### config.mk
export PLATFORM = sky130hd
export DESIGN_NAME = alu_mc_flat
export DESIGN_NICKNAME = d
export VERILOG_FILES = /design/src/rtl/alu_mc_if.sv /design/src/rtl/alu_mc.sv /design/src/flat_wrapper.sv
export SDC_FILE = /design/constraint.sdc
export NUM_CORES = 2
export LEC_CHECK = 0
export ABC_CLOCK_PERIOD_IN_PS = 9380
export CORE_MARGIN = 2
export CORE_UTILIZATION = 45
export DETAILED_ROUTE_END_ITERATION = 10
export PLACE_DENSITY = 0.7
export SYNTH_ARGS = -nofsm -noshare
export SYNTH_HDL_FRONTEND = slang
export SYNTH_SLANG_ARGS = --single-unit
### constraint.sdc
create_clock -name clk -period 9.38 [get_ports clk]
set_input_delay 0.938 -clock clk [delete_from_list [all_inputs] [get_ports clk]]
set_output_delay 0.938 -clock clk [all_outputs]
set_load 0.01 [all_outputs]
### src/rtl/alu_mc_if.sv
// Issue/result bundle between the core's EXECUTE stage (master) and alu_mc (slave).
interface alu_mc_if #(
    parameter int WIDTH = 32
);
    logic                    enable;
    logic                    start;
    logic                    cmp_mode;
    logic [2:0]              op;
    logic signed [WIDTH-1:0] rs;
    logic signed [WIDTH-1:0] rt;
    logic                    busy;
    logic                    done;
    logic signed [WIDTH-1:0] result;
    logic                    div_by_zero;

    modport master (
        output enable, start, cmp_mode, op, rs, rt,
        input  busy, done, result, div_by_zero
    );

    modport slave (
        input  enable, start, cmp_mode, op, rs, rt,
        output busy, done, result, div_by_zero
    );
endinterface

### src/rtl/alu_mc.sv
// Multi-cycle execute ALU: one-cycle arithmetic/compare plus a WIDTH-iteration restoring signed divider.
// Define ALU_MC_SATURATE_EN to clamp ADD/SUB/FIXED_MUL/DIV signed overflow instead of wrapping.
module alu_mc #(
    parameter int WIDTH     = 32,
    parameter int FRAC_BITS = 24
) (
    input  logic    clk,
    input  logic    reset,
    alu_mc_if.slave bus
);
    localparam int SHW = $clog2(WIDTH);
    localparam logic [2:0] OP_ADD  = 3'd0;
    localparam logic [2:0] OP_SUB  = 3'd1;
    localparam logic [2:0] OP_MUL  = 3'd2;
    localparam logic [2:0] OP_FMUL = 3'd3;
    localparam logic [2:0] OP_SLL  = 3'd4;
    localparam logic [2:0] OP_SRL  = 3'd5;
    localparam logic [2:0] OP_SRA  = 3'd6;
    localparam logic [2:0] OP_DIV  = 3'd7;
    localparam logic [WIDTH-1:0] ONE = {{(WIDTH-1){1'b0}}, 1'b1};
`ifdef ALU_MC_SATURATE_EN
    localparam logic [WIDTH-1:0] S_MAX = {1'b0, {(WIDTH-1){1'b1}}};
    localparam logic [WIDTH-1:0] S_MIN = {1'b1, {(WIDTH-1){1'b0}}};
`endif

    typedef enum logic {IDLE = 1'b0, DIV_RUN = 1'b1} state_t;

`ifdef ALU_MC_SATURATE_EN
    function automatic logic [WIDTH-1:0] add_res(input logic signed [WIDTH-1:0] a,
                                                 input logic signed [WIDTH-1:0] b,
                                                 input logic sub);
        logic signed [WIDTH-1:0] s;
        logic                    ovf;
        s   = sub ? a - b : a + b;
        // Overflow needs like signs for ADD, unlike signs for SUB, and a flipped result sign.
        ovf = ((a[WIDTH-1] ^ b[WIDTH-1]) == sub) && (s[WIDTH-1] != a[WIDTH-1]);
        return ovf ? (a[WIDTH-1] ? S_MIN : S_MAX) : s;
    endfunction

    function automatic logic [WIDTH-1:0] fixed_res(input logic signed [2*WIDTH-1:0] p);
        logic signed [2*WIDTH-1:0] sh;
        sh = p >>> FRAC_BITS;
        if (!(&sh[2*WIDTH-1:WIDTH-1]) && (|sh[2*WIDTH-1:WIDTH-1]))
            return sh[2*WIDTH-1] ? S_MIN : S_MAX;
        return sh[WIDTH-1:0];
    endfunction
`else
    function automatic logic [WIDTH-1:0] add_res(input logic signed [WIDTH-1:0] a,
                                                 input logic signed [WIDTH-1:0] b,
                                                 input logic sub);
        return sub ? a - b : a + b;
    endfunction

    function automatic logic [WIDTH-1:0] fixed_res(input logic signed [2*WIDTH-1:0] p);
        return WIDTH'(p >>> FRAC_BITS);
    endfunction
`endif

    function automatic logic [WIDTH-1:0] div_res(input logic [WIDTH-1:0] q,
                                                 input logic neg, input logic dz);
        if (dz)
            return '1;
`ifdef ALU_MC_SATURATE_EN
        // Only most-negative / -1 yields a positive magnitude with the top bit set.
        if (!neg && q[WIDTH-1])
            return S_MAX;
`endif
        return neg ? ~q + ONE : q;
    endfunction

    state_t                  state_q, state_d;
    logic [SHW-1:0]          cnt_q, cnt_d;
    logic [WIDTH-1:0]        rem_q, rem_d, quo_q, quo_d, dvs_q, dvs_d;
    logic                    neg_q, neg_d, zero_q, zero_d;
    logic [WIDTH-1:0]        result_q, result_d;
    logic                    done_q, done_d, dz_q, dz_d;

    logic signed [2*WIDTH-1:0] prod;
    logic [SHW-1:0]            shamt;
    logic [WIDTH-1:0]          alu_res, quo_nx, rem_nx;
    logic [WIDTH:0]            rem_sh, diff;

    always_comb begin
        prod    = (2*WIDTH)'(bus.rs) * (2*WIDTH)'(bus.rt);
        shamt   = bus.rt[SHW-1:0];
        alu_res = '0;
        if (bus.cmp_mode) begin
            alu_res = {{(WIDTH-3){1'b0}}, bus.rs > bus.rt, bus.rs == bus.rt, bus.rs < bus.rt};
        end else begin
            case (bus.op)
                OP_ADD:  alu_res = add_res(bus.rs, bus.rt, 1'b0);
                OP_SUB:  alu_res = add_res(bus.rs, bus.rt, 1'b1);
                OP_MUL:  alu_res = prod[WIDTH-1:0];
                OP_FMUL: alu_res = fixed_res(prod);
                OP_SLL:  alu_res = bus.rs << shamt;
                OP_SRL:  alu_res = bus.rs >> shamt;
                OP_SRA:  alu_res = bus.rs >>> shamt;
                default: alu_res = '0;
            endcase
        end
    end

    // One restoring shift-subtract step on the latched magnitudes.
    always_comb begin
        rem_sh = {rem_q, quo_q[WIDTH-1]};
        diff   = rem_sh - {1'b0, dvs_q};
        quo_nx = {quo_q[WIDTH-2:0], ~diff[WIDTH]};
        rem_nx = diff[WIDTH] ? rem_sh[WIDTH-1:0] : diff[WIDTH-1:0];
    end

    always_comb begin
        state_d  = state_q;
        cnt_d    = cnt_q;
        rem_d    = rem_q;
        quo_d    = quo_q;
        dvs_d    = dvs_q;
        neg_d    = neg_q;
        zero_d   = zero_q;
        result_d = result_q;
        dz_d     = dz_q;
        done_d   = 1'b0;
        if (state_q == IDLE) begin
            if (bus.start) begin
                if (bus.op == OP_DIV && !bus.cmp_mode) begin
                    state_d = DIV_RUN;
                    cnt_d   = '0;
                    rem_d   = '0;
                    quo_d   = bus.rs[WIDTH-1] ? ~bus.rs + ONE : bus.rs;
                    dvs_d   = bus.rt[WIDTH-1] ? ~bus.rt + ONE : bus.rt;
                    neg_d   = bus.rs[WIDTH-1] ^ bus.rt[WIDTH-1];
                    zero_d  = (bus.rt == '0);
                end else begin
                    result_d = alu_res;
                    dz_d     = 1'b0;
                    done_d   = 1'b1;
                end
            end
        end else begin
            rem_d = rem_nx;
            quo_d = quo_nx;
            cnt_d = cnt_q + SHW'(1);
            if (cnt_q == SHW'(WIDTH - 1)) begin
                state_d  = IDLE;
                result_d = div_res(quo_nx, neg_q, zero_q);
                dz_d     = zero_q;
                done_d   = 1'b1;
            end
        end
    end

    // enable low freezes every register, so a pending done waits for the next enabled cycle.
    always_ff @(posedge clk) begin
        if (reset) begin
            state_q  <= IDLE;
            cnt_q    <= '0;
            rem_q    <= '0;
            quo_q    <= '0;
            dvs_q    <= '0;
            neg_q    <= 1'b0;
            zero_q   <= 1'b0;
            result_q <= '0;
            dz_q     <= 1'b0;
            done_q   <= 1'b0;
        end else if (bus.enable) begin
            state_q  <= state_d;
            cnt_q    <= cnt_d;
            rem_q    <= rem_d;
            quo_q    <= quo_d;
            dvs_q    <= dvs_d;
            neg_q    <= neg_d;
            zero_q   <= zero_d;
            result_q <= result_d;
            dz_q     <= dz_d;
            done_q   <= done_d;
        end
    end

    assign bus.busy        = (state_q == DIV_RUN);
    assign bus.done        = done_q & bus.enable;
    assign bus.result      = result_q;
    assign bus.div_by_zero = dz_q;
endmodule

### src/flat_wrapper.sv
// flat-port wrapper written by rule: the top's interface ports become plain ports
module alu_mc_flat 
#(
    parameter int WIDTH     = 32,
    parameter int FRAC_BITS = 24
)
  (clk, reset, bus_enable, bus_start, bus_cmp_mode, bus_op, bus_rs, bus_rt, bus_busy, bus_done, bus_result, bus_div_by_zero);
  alu_mc_if #(.WIDTH(WIDTH)) bus_i ();
  input  logic clk;
  input  logic reset;
  input wire logic [$bits(bus_i.enable)-1:0] bus_enable;
  input wire logic [$bits(bus_i.start)-1:0] bus_start;
  input wire logic [$bits(bus_i.cmp_mode)-1:0] bus_cmp_mode;
  input wire logic [$bits(bus_i.op)-1:0] bus_op;
  input wire logic [$bits(bus_i.rs)-1:0] bus_rs;
  input wire logic [$bits(bus_i.rt)-1:0] bus_rt;
  output wire logic [$bits(bus_i.busy)-1:0] bus_busy;
  output wire logic [$bits(bus_i.done)-1:0] bus_done;
  output wire logic [$bits(bus_i.result)-1:0] bus_result;
  output wire logic [$bits(bus_i.div_by_zero)-1:0] bus_div_by_zero;
  assign bus_i.enable = bus_enable;
  assign bus_i.start = bus_start;
  assign bus_i.cmp_mode = bus_cmp_mode;
  assign bus_i.op = bus_op;
  assign bus_i.rs = bus_rs;
  assign bus_i.rt = bus_rt;
  assign bus_busy = bus_i.busy;
  assign bus_done = bus_i.done;
  assign bus_result = bus_i.result;
  assign bus_div_by_zero = bus_i.div_by_zero;
  alu_mc #(.WIDTH(WIDTH), .FRAC_BITS(FRAC_BITS)) u_core (.clk(clk), .reset(reset), .bus(bus_i));
endmodule
Word level (Yosys, flattened, before mapping)
Cells that the tools add are included.
{"block": "word_totals", "register_bits": 138, "input_bits": 72, "output_inout_bits": 35, "word_cells": 86}
{"block": "classes", "addsub": 7, "n_mul": 1, "n_lt_le_gt_ge": 2, "eq_ne": 11, "shift": 3, "muxes": 36, "bitwise": 7, "reduce_logical": 9}
{"op": "$mux W32", "n": 17}
{"op": "$pmux W32 S7", "n": 1}
{"op": "$add A32 B1 Y32 const B", "n": 3}
{"op": "$not A32 Y32", "n": 3}
{"op": "$mul A32 B32 Y56", "n": 1}
{"op": "$sub A33 B32 Y33", "n": 1}
{"op": "$add A32 B32 Y32", "n": 1}
{"op": "$eq A32 B32 Y1", "n": 1}
{"op": "$gt A32 B32 Y1", "n": 1}
{"op": "$logic_not A32 Y1", "n": 1}
{"op": "$lt A32 B32 Y1", "n": 1}
{"op": "$shl A32 B5 Y32", "n": 1}
{"op": "$shr A32 B5 Y32", "n": 1}
{"op": "$sshr A32 B5 Y32", "n": 1}
{"op": "$sub A32 B32 Y32", "n": 1}
{"op": "$mux W1", "n": 15}
{"op": "$mux W5", "n": 3}
{"op": "$eq A3 B3 Y1 const B", "n": 4}
{"op": "$reduce_and A4 Y1", "n": 2}
{"op": "$eq A3 B2 Y1 const B", "n": 2}
{"op": "$add A5 B1 Y5 const B", "n": 1}
{"op": "$eq A5 B5 Y1 const B", "n": 1}
{"op": "$reduce_bool A2 Y1", "n": 2}
{"op": "$eq A3 B1 Y1 const B", "n": 1}
{"op": "9 further kinds", "n": 10}

Logic depth before layout (Yosys ltp)
{"block": "depth", "depth_word": 8, "depth_mapped": 33, "mapped_depth_nobuf": 26}

Least setup slack after synthesis
No wires, ideal clock.
{"block": "synth_timing", "kind": "input to register", "from": "input bus_rt[2]", "to": "register u_core.result_q[26], in the netlist u_core.bus.result[26]", "setup_time_ps": 114, "t_arrival_ps": 9565, "required_time_ps": 9266, "setup_slack_ps": -300, "path_stages": 30, "path_buffers": 7, "cell_sequence": "clkbuf_1 > clkbuf_1 > buf_1 > clkbuf_1 > clkbuf_1 > buf_1 > nand2_1 > fa_1 > fa_1 > fa_1 > fa_1 > inv_1 > fa_1 > inv_1 > fa_1 > inv_1 > fa_1 > fa_1 > ha_1 > clkbuf_1 > and3_1 > and3_1 > a221oi_1 > nand2_1 > a211oi_1 > o41a_1 > o31a_1 > mux2i_1 > a21oi_1 > a2111oi_0"}
{"block": "synth_between", "elab_chain_len": 6, "elab_cells_between_ends": 11, "classes_between": "add/sub: 2; mul: 1; shift: 3; mux: 5"}
{"element": "start: declaration", "line": "flat_wrapper.sv:16", "text": "input wire logic [$bits(bus_i.rt)-1:0] bus_rt;"}
{"element": "$mul A32 B32 Y56, or another cell as far along", "line": "alu_mc.sv:84", "text": "prod = (2*WIDTH)'(bus.rs) * (2*WIDTH)'(bus.rt);"}
{"element": "$pmux W32 S7 (*)", "line": "alu_mc.sv:90", "text": "case (bus.op)"}
{"element": "$mux W32 (*)", "line": "alu_mc.sv:87", "text": "if (bus.cmp_mode) begin"}
{"element": "$mux W32 (*)", "line": "alu_mc.sv:124", "text": "if (bus.op == OP_DIV && !bus.cmp_mode) begin"}
{"element": "$mux W32 (*)", "line": "alu_mc.sv:123", "text": "if (bus.start) begin"}
{"element": "$mux W32 (*)", "line": "alu_mc.sv:122", "text": "if (state_q == IDLE) begin"}
{"element": "end signal: assignment", "line": "alu_mc.sv:172", "text": "result_q <= result_d;"}
{"element": "end: declaration", "line": "alu_mc.sv:75", "text": "logic [WIDTH-1:0] result_q, result_d;"}
Mark *: on every way between the ends. The rest lies on a longest branch, timed or not. The select of a mux whose other input is x is not followed.
A chain may end at the register's enable or synchronous reset.

Worst setup path after layout
{"block": "layout_timing", "from": "input bus_rt[12]", "to": "register u_core.result_q[24], in the netlist u_core.bus.result[24]"}
{"block": "layout_between", "elab_chain_len": 6, "elab_cells_between_ends": 8, "classes_between": "add/sub: 2; mul: 1; mux: 5"}
{"element": "$mul A32 B32 Y56, or another cell as far along", "line": "alu_mc.sv:84"}
{"element": "$pmux W32 S7 (*)", "line": "alu_mc.sv:90"}
{"element": "$mux W32 (*)", "line": "alu_mc.sv:87"}
{"element": "$mux W32 (*)", "line": "alu_mc.sv:124"}
{"element": "$mux W32 (*)", "line": "alu_mc.sv:123"}
{"element": "$mux W32 (*)", "line": "alu_mc.sv:122"}
Marks and branches as above.

==> impl_results.md <==
- Status: completed
- Starting DRT DRC Count: 4,584
- Slew Limit Fails: 0
- Hold path cells: 2
- Synth Warn #: 0
- CP endpoint kind: flop
- IO Pins: 107
- Layout Cells excl Fill: 7,399
- Setup WS pre-CTS: -193 ps
- Top delay family on crit path: adder cells
- Data arrival, critical path: 9500 ps
- RSZ-0062 raised after global routing: false
- Clock buffer depth: 2
- # setup viols final: 0
- Fraction of registers with async set/reset: 0%
- Worst Slack Setup Final: 169 ps
- Critical hold path startpoint: u_core.dvs_q[0]
- GRT Util Overall: 32.7%
- Largest stage delay, worst path: 630 ps
- Cell count along the critical path: 29
- Synthesized Nets: 7,267
- FP Rows: 122
- Nets: 7,228
- Core Area: 0.111 mm2
- Period utilisation layout: 98.2%
- Layout cells sized above 1: 7.04%
- Area Overhead vs Synth: 7.76%
- Total gr overflow: 0
- Clock tree sinks: 138
- Hold Crit Endpoint: u_core.dvs_q[0]
- Required time of the critical path: 9670 ps
- Top_reg_cell synth: dfxtp_1
- GP Congestion: 1.03
- DP Cell Count: 7,361
- Post-Route WL: 183 mm
- Critical path launch point: bus_rt[12]
- Synthesized area: 0.0501 mm2
- Setup TNS: 0 ps
- Worst-Skew Late Latency: 450 ps
- Met3 track demand over resource: 6.36%
- CTS clk-pin slew, worst paths: 60 ps
- Yosys top cell area share: 39.4%
- Grt met1 use: 44.8%
- Vias in the first global route: 44,796
- Skew final: 13.2 ps
- EDFF count, synth: 0
- DRC: 0
- Largest area contributor in the netlist: fa_1
- Global Route met2 Usage: 51.1%
- Mean Syn Cell Area: 8.44 um2
- HPWL Detailed: 150 mm
- Busiest grt layer: met2
- PortBufs: 106
- Htree depth: 4
- DIE WIDTH: 338 um
- Number of synthesized register bits: 138
- R2R cell count: 21
- CP Class: in2reg
- Global-route wire length before repair: 280 mm
- R2r endpoint: u_core.bus.result[22]
- Initial Utilization: 45.3%
- Post-Synthesis Cells: 5,933
- Tmin final: 9210 ps
- Initial antenna violation count: 9
- TritonCTS Buffers: 17
- Wire per inst: 24.8 um
- Critical Path Source Type: input pin
- Peak Freq: 0.109 GHz
- Vias per cell: 5.93
- First drt pass iteration count: 10
- Die Ht: 338 um
- Die Area: 0.114 mm2
- R2R setup slack: 3020 ps
- ANT nets after route: 0
- Largest net degree at the start of global routing: 68
- CTS tree: yes
- Most frequent CP cell: fa_1
- CP max FO: 23
- Post-synthesis sequential area ratio: 5.52%
- Final Hold Fails: 0
- Most common cell in the netlist: fa_1
- Slew @ Worst Pin: 1200 ps
- Max_slew headroom: 20.2%
- Synth cell count leaders: 986 x fa_1, 974 x inv_1, 733 x nand2_1, 416 x and2_1, 366 x nor2_1
- Critical R2R Launch: u_core.quo_q[31]
- DR vias: 43,877
- Synth unique cells: 91
- Hold crit path type: reg2reg
- Max Cap Viol: 0
- Largest cells by area after synthesis: fa_1 39%, inv_1 7.3%, ha_1 6.9%
- Clock root cell: clkbuf_16
- Buffer and inverter count on the worst path: 9
- Critical path's slowest cell: clkdlybuf4s50_1
[per-stage QoR]
step / area, um2 / hold WS [ps] / utilization (%)
6_report: 54000 / 464 / 48.8
5_1_grt: 53900 / 484 / 48.8
4_1_cts: 53900 / 464 / 48.8
3_5_place_dp: 53300 / 455 / 48.2
3_3_place_gp: 53300 / 449 / 48.2
2_1_floorplan: 50100 / 441 / -
[worst max path at each step]
stage	end	slack (ps)
after global routing	u_core.bus.result[26]	10
after floorplan	u_core.bus.result[26]	5
after detailed placement	u_core.bus.result[29]	-190
after CTS	u_core.bus.result[29]	210
after global placement	u_core.bus.result[31]	-140
final	u_core.bus.result[24]	170
[cells by family after synthesis]
| logic type | share of synthesized area [%] |
|---|---|
| adder cells (fa/ha/maj) | 46.3 |
| AND/OR/NAND/NOR | 17.5 |
| multiplexers | 3.78 |
| flip-flops | 5.52 |
| buffers and inverters | 10.5 |
| XOR/XNOR | 3.48 |
| AO/OA/AOI/OAI | 12.9 |
[flip-flops by register name (all words and copies together) (netlist names), 5 cells and up]
register and count:
u_core.rem_q 32, u_core.cnt_q 5, u_core.dvs_q 32, u_core.bus.result 32, u_core.quo_q 32
[worst reg2reg max path, cell delays in order (launching register included)]
cell	delay [ps]
dfxtp_1	490
inv_1	90
ha_1	220
fa_1	410
nand2b_1	190
a21oi_1	320
o211a_1	250
or2_1	210
a211o_1	180
a21oi_1	160
or2_1	290
inv_2	360
ha_1	280
nand3_1	110
or3_1	370
or3_1	530
o41ai_1	380
xnor2_1	110
a21oi_1	440
o211ai_1	290
a221oi_1	420
a2111oi_0	120
[cell type report]
cell class	count	area [um2]
timing repair buffer	354	2910
clock buffer	19	443
inverter	980	3680
fill	10648	56600
multi-input combinational	4403	42100
tap	1488	1860
clock inverter	12	165
sequential	138	2760
antenna	5	12.5
[repair_timing]
item / in CTS / in global routing
hold buffers: 0 / 0
buffers inserted: 0 / 2
setup endpoints to repair: 0 / 4
resized for setup: 0 / 3
[placed cells by master (no fill, tap or decap), types with 47 or more instances in the layout]
cell	synthesis	routed
a21oi_1	212	211
inv_1	974	974
a21o_1	63	63
nand2_1	733	733
nor3_1	48	47
and2_1	416	416
ha_1	276	276
xor2_1	47	47
a211oi_1	75	73
dfxtp_1	138	137
fa_1	986	986
clkdlybuf4s50_1	0	68
o21ai_0	162	160
xnor2_1	152	152
nor2_1	366	366
mux2i_1	72	72
buf_4	0	240
[metal layers]
layer,up-vias,routed length (um)
met3,407,18100
met2,2343,82300
met4,12,8680
li1,18836,-
met5,-,73
met1,22279,74300
Power is left out: the tool's default activity adds up to more than one toggle a clock period on the data nets, which glitch-free logic cannot reach.
